**src/rtl/ram8_burst_ctrl.sv**
```systemverilog
// Burst sequencer between a command/stream requester and the ram8 port bundle.
// One command moves 1..2^ADDR_W consecutive words, wrapping at the top of the RAM.
module ram8_burst_ctrl #(
  parameter int unsigned ADDR_W = 3,
  parameter int unsigned DATA_W = 16
) (
  input  logic              clk_i,
  input  logic              rst_i,
  input  logic              cmd_valid_i,
  output logic              cmd_ready_o,
  input  logic              cmd_write_i,
  input  logic [ADDR_W-1:0] cmd_addr_i,
  input  logic [ADDR_W-1:0] cmd_len_i,
  input  logic [DATA_W-1:0] wr_data_i,
  input  logic              wr_valid_i,
  output logic              wr_ready_o,
  output logic [DATA_W-1:0] rd_data_o,
  output logic              rd_valid_o,
  input  logic              rd_ready_i,
  output logic [DATA_W-1:0] ram_in_o,
  output logic [ADDR_W-1:0] ram_address_o,
  output logic              ram_load_o,
  input  logic [DATA_W-1:0] ram_out_i,
  output logic              busy_o,
  output logic              done_o
);

  typedef enum logic [1:0] {StIdle, StWrite, StRead, StDone} state_e;

  state_e            state_q, state_d;
  logic [ADDR_W-1:0] addr_q, addr_d;
  logic [ADDR_W-1:0] rem_q, rem_d;

  // The RAM always sees the current burst pointer and the write-stream word.
  assign ram_address_o = addr_q;
  assign ram_in_o      = wr_data_i;
  assign rd_data_o     = ram_out_i;

  // State, pointer and remaining-count registers.
  always_ff @(posedge clk_i or posedge rst_i) begin
    if (rst_i) begin
      state_q <= StIdle;
      addr_q  <= '0;
      rem_q   <= '0;
    end else begin
      state_q <= state_d;
      addr_q  <= addr_d;
      rem_q   <= rem_d;
    end
  end

  // Next-state and handshake outputs.
  always_comb begin
    state_d     = state_q;
    addr_d      = addr_q;
    rem_d       = rem_q;
    cmd_ready_o = 1'b0;
    wr_ready_o  = 1'b0;
    rd_valid_o  = 1'b0;
    ram_load_o  = 1'b0;
    busy_o      = 1'b0;
    done_o      = 1'b0;
    unique case (state_q)
      StIdle: begin
        cmd_ready_o = 1'b1;
        if (cmd_valid_i) begin
          addr_d  = cmd_addr_i;
          rem_d   = cmd_len_i;
          state_d = cmd_write_i ? StWrite : StRead;
        end
      end
      StWrite: begin
        busy_o     = 1'b1;
        wr_ready_o = 1'b1;
        ram_load_o = wr_valid_i;
        if (wr_valid_i) begin
          addr_d = addr_q + ADDR_W'(1);
          if (rem_q == '0) state_d = StDone;
          else             rem_d   = rem_q - ADDR_W'(1);
        end
      end
      StRead: begin
        busy_o     = 1'b1;
        rd_valid_o = 1'b1;
        if (rd_ready_i) begin
          addr_d = addr_q + ADDR_W'(1);
          if (rem_q == '0) state_d = StDone;
          else             rem_d   = rem_q - ADDR_W'(1);
        end
      end
      StDone: begin
        done_o  = 1'b1;
        state_d = StIdle;
      end
      default: state_d = StIdle;
    endcase
  end

endmodule

```
**config.mk**
```make
export PLATFORM = sky130hd
export DESIGN_NAME = ram8_burst_ctrl
export DESIGN_NICKNAME = d
export VERILOG_FILES = /design/src/rtl/ram8_burst_ctrl.sv
export SDC_FILE = /design/constraint.sdc
export NUM_CORES = 1
export LEC_CHECK = 0
export CAP_MARGIN = 20
export CORE_AREA = 2 2 51 53
export DETAILED_ROUTE_END_ITERATION = 10
export DIE_AREA = 0 0 53 55
export DONT_BUFFER_PORTS = 1
export PLACE_DENSITY_LB_ADDON = 0.2
export SYNTH_ARGS = -nofsm -noshare
export SYNTH_HDL_FRONTEND = slang
export SYNTH_SLANG_ARGS = --single-unit
```
**constraint.sdc**
```tcl
create_clock -name clk_i -period 1.6 [get_ports clk_i]
set_input_delay 0.24 -clock clk_i [delete_from_list [all_inputs] [get_ports clk_i]]
set_output_delay 0.24 -clock clk_i [all_outputs]
set_load 0.02 [all_outputs]
```
==> metrics.md, run 1 <==
| Metric | Value |
|---|---|
| Reg-to-Reg End | `rem_q[2]` |
| DP HPWL | `1.209 mm` |
| Core Area | `around 2400 um^2` |
| H-tree lvl count | `1` |
| WHS Path Cells | `2` |
| Fin. Hold Viols | `0` |
| Pin count of the biggest net entering global routing | `10` |
| Pwr per Cell Area | `2679 nW/um^2` |
| Max-cap violation count | `0` |
| Crit path max fanout | `4` |
| Mean Syn Cell Area | `~9.1 um^2` |
| Clock latency on the worst-skew pair | `260 ps` |
| First-pass GRT wire length | `between 2 and 2.5 mm` |
| Hold Path End | `ram_address_o[2]` |
| Vias in the first global route | `489` |
| PortBufs | `0` |
| Hold Crit Class | `input port to register` |
| Num ports | `85` |
| Syn. warnings | `0` |
| Rel. slew slack | `0.7632` |
| Total GRT Usage | `0.1120` |
| Grt total ovfl | `0` |
| TritonCTS Buffers | `3` |
| Run status | `finished clean` |
| Sink Count | `8` |
| Die footprint | `2915 um^2` |
| CP max stage delay | `420 ps` |
| ANT cells | `0` |
| Clock share of power | `0.083` |
| Yosys reg bits | `8` |
| Avg WL per Cell | `~15 um` |
| Final wirelength | `approximately 1.5 mm` |
| Final setup viols | `0` |
| RSZ-0062 raised after global routing | `yes` |
| Routability cong. | `0.7086` |
| Area delta synth->final | `-14.59%` |
| Dpl cell area | `approximately 710 um^2` |
| Row count | `18` |
| CTS Buffer Depth | `2` |
| Final min period | `between 1500 and 2000 ps` |
| Fin. max-slew vios | `0` |
| Worst Path Arrival | `1340 ps` |
| Setup TNS | `0 ps` |
| R2R setup slack | `120 ps` |
| Vias | `just over 500` |
| Worst path bufs/invs | `2` |
| Initial DRC count | `5` |
| Final instance area | `754.5 um^2` |
| Root buf cell | `clkbuf_4` |
| Worst R2R Start | `state_q[0]` |
| DR pass1 iterations | `2` |
| Die span in x | `around 53 um` |
| Family with the most delay on the worst path | `flip-flops` |
| Post-synth top area share | `0.2805` |
| Fmax achieved | `0.6315 GHz` |
| DRC Markers | `0` |
| Synth Instances | `97` |
| Top cells by area, synth | `buf_4, dfrtp_1, ha_1, nand2b_4, o22a_1` |
| Clock slew seen by the registers of the worst setup and hold paths | `~70 ps` |
| Worst path slowest cell | `dfrtp_1` |
| Combinational power share | `0.685` |
| Initial antenna violation count | `0` |
| Yosys cell types | `24` |
| Dpl cells | `100` |
| Layout cell share with drive strength beyond 1 | `0.2838` |
| WP data required | `around 1400 ps` |
| Seq pwr share | `0.232` |
| Crit path launch type | `register` |
| Final non-filler cell total | `104` |
| P_sw | `between 0.0009 and 0.001 W` |
| Initial Util | `0.3735` |
| Static leakage | `between 0.3 and 0.4 nW` |
| Synth area leader | `buf_4` |
| Sequential-to-total area share from yosys stat | `0.2266` |
| Net Sw Frac | `0.4716` |
| Crit-path cells | `inv_1 > ha_2 > buf_4 > and2_4` |
| Least-Margin Pin Slew | `around 350 ps` |
| Synthesized Nets | `approximately 150` |
| Syn Std Cell Area | `approximately 880 um^2` |
| TritonCTS clock tree | `yes` |
| Max rail drop VDD | `approximately 0.001 V` |
| Crit Path Class | `register to output pin` |
| Nets@finish | `approximately 130` |
| CP endpoint kind | `output pin` |
| Min-delay src | `cmd_addr_i[2]` |
| Period Utilization, post-route | `0.9897` |
| R2R depth | `6` |
| Vias per inst | `approximately 5` |
| Chip height | `about 55 um` |
| Antenna violation net count after detailed routing | `0` |
| Internal power | `about 0.0011 W` |
| Clock Skews | `approximately 8 ps` |
==> final cells by class <==
class / count / area, um^2
clock buffer: 3 / 22.52
timing repair buffer: 8 / 62.56
fill: 252 / 1610
multi-input combinational: 50 / 412.9
sequential: 8 / 200.2
inverter: 5 / 18.77
tap: 30 / 37.54
==> repair_timing <==
item                       4_1_cts  5_1_grt
hold buffers                     1        0
pin swaps                        0        0
setup buffers                    0        0
gates resized for setup          2        2
setup endpoints to repair        1        7
hold endpoints to repair         8        0
==> Yosys cell counts <==
| cell type | number |
|---|---|
| buf_4 | 33 |
| dfrtp_1 | 8 |
| ha_1 | 8 |
| a21oi_1 | 6 |
| nor2_1 | 6 |
| inv_1 | 5 |
| nand3b_1 | 4 |
| o22a_1 | 4 |
| nand2b_4 | 3 |
| nand4_1 | 3 |
| nand2_1 | 2 |
| nor2b_1 | 2 |
| nor2b_2 | 2 |
| a31oi_1 | 1 |
| and2_2 | 1 |
| and4b_1 | 1 |
| buf_6 | 1 |
| mux2i_1 | 1 |
| nand3_1 | 1 |
| nand4b_1 | 1 |
| nand4b_4 | 1 |
| o21ai_0 | 1 |
| o21ai_1 | 1 |
| o21ai_2 | 1 |
==> how the worst max path moves through the flow <==
stage | startpoint | end | slack, ps | cells past startpoint
floorplan | state_q[0] | rem_q[2] | 80 | 7
global placement | state_q[0] | rem_q[2] | 130 | 6
detailed placement | state_q[0] | ram_address_o[2] | 90 | 6
CTS | state_q[1] | ram_load_o | 9 | 4
global route | state_q[1] | ram_load_o | -30 | 4
finish | state_q[1] | ram_load_o | 20 | 4
==> cells in the final DEF, fill, tap and decap left out, types with 2 or more instances in the layout <==
cell | netlist | layout
dfrtp_1 | 8 | 8
nand2_1 | 2 | 2
buf_4 | 33 | 7
nor2b_1 | 2 | 2
nand3b_1 | 4 | 4
inv_1 | 5 | 5
o22a_1 | 4 | 4
nor2_1 | 6 | 6
nand2b_4 | 3 | 3
nand4_1 | 3 | 3
clkbuf_4 | 0 | 3
nor2b_2 | 2 | 2
ha_1 | 8 | 6
a21oi_1 | 6 | 6
ha_2 | 0 | 2
==> kinds of logic after synthesis <==
| group | after synthesis | synth area share |
|---|---|---|
| AOI/OAI and AO/OA | 14 | 0.1020 |
| adders and majority gates | 8 | 0.1133 |
| buffers and inverters | 39 | 0.3145 |
| DFF | 8 | 0.2266 |
| muxes | 1 | 0.01133 |
| and+or+nand+nor | 27 | 0.2323 |
==> routing by layer <==
metal,track usage,wire length [um],vias up
met5,0,0,-
met4,0.08547,37,0
met3,0.03495,140,10
met2,0.1667,707,26
met1,0.1351,627,229
li1,-,-,251
==> sequential cells by signal, summed over array words and instances, names as in the netlist <==
register       count
ram_address_o      3
rem_q              3
state_q            2
==> power groups by stage <==
stage          Sequential, W  Combinational, W  Clock, W
5_1_grt             0.000487           0.00155  0.000180
4_1_cts             0.000473           0.00139  0.000169
3_3_place_gp        0.000470           0.00137         0
3_5_place_dp        0.000477           0.00137         0
6_report            0.000469           0.00139  0.000167
2_1_floorplan       0.000447           0.00122         0
==> through the flow <==
stage               worst slack (ps)  hold WS [ps]    util  total power (W)
detailed placement             89.37         121.0  0.3021         0.001849
finish                         16.40         146.6  0.3190         0.002021
CTS                            9.468         151.9  0.3175         0.002029
floorplan                      81.49         55.66       -         0.001672
global route                  -27.38         156.7  0.3190         0.002219
global placement               128.8         112.6  0.3021         0.001836
No activity file was read; power rests on OpenSTA's default activity.
==> inputs of run 2 (changes only) <==
- CELL_PAD_IN_SITES_DETAIL_PLACEMENT: unset -> 0
- CELL_PAD_IN_SITES_GLOBAL_PLACEMENT: unset -> 1
==> run 2 against run 1 <==
- worst hold slack improved by 4.5 ps
- sequential cell count unchanged
- register-to-register slack got worse by 20 ps
- design area decreased by 1.5%
- sequential share of layout area increased by 0.40 points
- global-route usage decreased by 0.57 points
- sequential power about the same
- first-iteration DRC count increased by 60%
- via count increased by 3.5%
- clock power decreased by 5%
- critical path depth decreased by 1
- setup slack improved by 52 ps
==> metrics.md, run 2 (same netlist as run 1, synthesis figures left out) <==
| Metric | Value |
|---|---|
| Run status | `finished clean` |
| Dpl cells | `99 (-1.0%)` |
| Most common cell after layout, fill and taps aside | `dfrtp_1` |
| Number of post-CTS setup repair buffers | `0 (unchanged)` |
| Setup TNS | `0 ps (unchanged)` |
| Crit path to | `busy_o` |
| P_sw | `0.0009550 W (+0.18%)` |
| Row count | `18 (unchanged)` |
| WP data required | `1360 ps (about the same)` |
| DP HPWL | `1.162 mm (-3.9%)` |
| Worst path bufs/invs | `2 (unchanged)` |
| Max-cap violation count | `0 (unchanged)` |
| Setup crit start | `state_q[0]` |
| Max rail drop VDD | `0.001035 V (+0.73%)` |
| Crit-path cells | `inv_1 > ha_1 > buf_4` |
| Rel. slew slack | `0.7836 (+0.02037)` |
| Commonest cells after routing, fill and taps aside | `dfrtp_1, ha_1, a21oi_1, nor2_1, buf_4` |
| Core Area | `2365 um^2 (unchanged)` |
| Crit Path Class | `register to output pin` |
| Vias per inst | `5.184 (+4.5%)` |
| Num ports | `85 (unchanged)` |
| Total GRT Usage | `0.1063 (-0.005683)` |
| CP endpoint kind | `output pin` |
| Nets@finish | `127 (-0.78%)` |
| Worst Path Arrival | `1290 ps (-50 ps)` |
| CP max stage delay | `390 ps (-30 ps)` |
| Least-Margin Pin Slew | `324.2 ps (-30.52 ps)` |
| Internal power | `0.001024 W (-4.1%)` |
| Final non-filler cell total | `103 (-0.96%)` |
| TritonCTS Buffers | `3 (unchanged)` |
| Routability cong. | `0.7082 (about the same)` |
| Initial DRC count | `8 (+3)` |
| Layout cell share with drive strength beyond 1 | `0.2603 (-0.02351)` |
| Crit path max fanout | `5 (+1)` |
| Static leakage | `0.3464 nW (-1.2%)` |
| Worst R2R Start | `state_q[0]` |
| Final min period | `1531 ps (-52.41 ps)` |
| H-tree lvl count | `1 (unchanged)` |
| Hold Crit Class | `input port to register` |
| ANT cells | `0 (unchanged)` |
| Initial Util | `0.3735 (unchanged)` |
| Clock slew seen by the registers of the worst setup and hold paths | `60 ps (about the same)` |
| WP depth | `3 (-1)` |
| Reg-to-Reg End | `ram_address_o[1]` |
| Pwr per Cell Area | `2663 nW/um^2 (-0.62%)` |
| Seq pwr share | `0.237 (+0.005)` |
| Period Utilization, post-route | `0.9570 (-0.03275)` |
| Worst path slowest cell | `dfrtp_1` |
| Clock latency on the worst-skew pair | `260 ps (about the same)` |
| Crit path launch type | `register` |
| Initial antenna violation count | `0 (unchanged)` |
| DRC Markers | `0 (unchanged)` |
| Pin count of the biggest net entering global routing | `12 (+2)` |
| R2R depth | `5 (-1)` |
| Clock Skews | `5.232 ps (-2.733 ps)` |
| R2R setup slack | `100 ps (-20 ps)` |
| Fin. max-slew vios | `0 (unchanged)` |
| Final setup viols | `0 (unchanged)` |
| Fmax achieved | `0.6531 GHz (+3.4%)` |
| Net Sw Frac | `0.4826 (+0.01098)` |
| Clock share of power | `0.080 (-0.003)` |
| WHS Path Cells | `2 (unchanged)` |
| Final wirelength | `1.470 mm (-2.8%)` |
| Dpl cell area | `706.9 um^2 (-1.1%)` |
| Die span in x | `53 um (unchanged)` |
| Vias | `534 (+3.5%)` |
| Fin. Hold Viols | `0 (unchanged)` |
| Area delta synth->final | `-15.86%` |
| Die footprint | `2915 um^2 (unchanged)` |
| Final instance area | `743.2 um^2 (-1.5%)` |
| PortBufs | `0 (unchanged)` |
| Family with the most delay on the worst path | `flip-flops` |
| Sink Count | `8 (unchanged)` |
| First-pass GRT wire length | `2.187 mm (-5.4%)` |
| Combinational power share | `0.683 (-0.002)` |
| Antenna violation net count after detailed routing | `0 (unchanged)` |
| Vias in the first global route | `445 (-9.0%)` |
| RSZ-0062 raised after global routing | `no` |
| Chip height | `55 um (unchanged)` |
| Root buf cell | `clkbuf_4` |
| TritonCTS clock tree | `yes` |
| DR pass1 iterations | `4 (+2)` |
| CTS Buffer Depth | `2 (unchanged)` |
| Avg WL per Cell | `14.27 um (-1.8%)` |
| Grt total ovfl | `0 (unchanged)` |
run 2: layer usage:
layer,part of all wire,vias up,GRT usage
li1,-,247,-
met1,0.42,239,0.1386
met2,0.42,42,0.1375
met3,0.14,6,0.05108
met4,0.017,0,0.06838
met5,0,-,0
run 2: repair_timing:
item                                    4_1_cts  5_1_grt
endpoints found under the setup margin        1        2
hold buffers                                  1        0
hold endpoints to repair                      8        0
gates resized for setup                       2        1
run 2: power groups by stage:
stage                     Sequential (W)  Combinational, W  Clock [W]
final                           0.000468           0.00135   0.000158
after floorplan                 0.000447           0.00122          0
after CTS                       0.000467           0.00137   0.000170
after detailed placement        0.000468           0.00135          0
after global placement          0.000472           0.00135          0
after global routing            0.000487           0.00152   0.000183
run 2: worst min path at each step:
stage | start | slack [ps] | to
final | cmd_len_i[2] | 150 | rem_q[2]
after detailed placement | rst_i | 110 | ram_address_o[2]
after global placement | rst_i | 120 | rem_q[1]
after CTS | cmd_len_i[2] | 140 | rem_q[2]
after floorplan | rst_i | 60 | ram_address_o[0]
after global routing | cmd_len_i[2] | 150 | rem_q[2]
run 2: area by class of cell:
type,count,area (um^2)
inverter,5,18.77
fill,262,1622
multi-input combinational,50,409.1
tap,30,37.54
clock buffer,3,22.52
sequential,8,200.2
timing repair buffer,7,55.05
run 2: worst reg2reg max path, cell delays in order (launching register included):
cell and delay, ps:
dfrtp_1 390, inv_1 90, ha_1 380, buf_4 210
mux2i_1 220, a21oi_1 80
run 2: stage by stage:
stage	hold WS, ps	total power (W)	util	worst slack (ps)
floorplan	55.66	0.001672	-	81.49
global placement	118.2	0.001826	0.2989	86.47
detailed placement	113.5	0.001823	0.2989	103.7
CTS	144.1	0.002010	0.3143	25.47
global route	152.5	0.002189	0.3143	5.038
finish	151.1	0.001979	0.3143	68.81
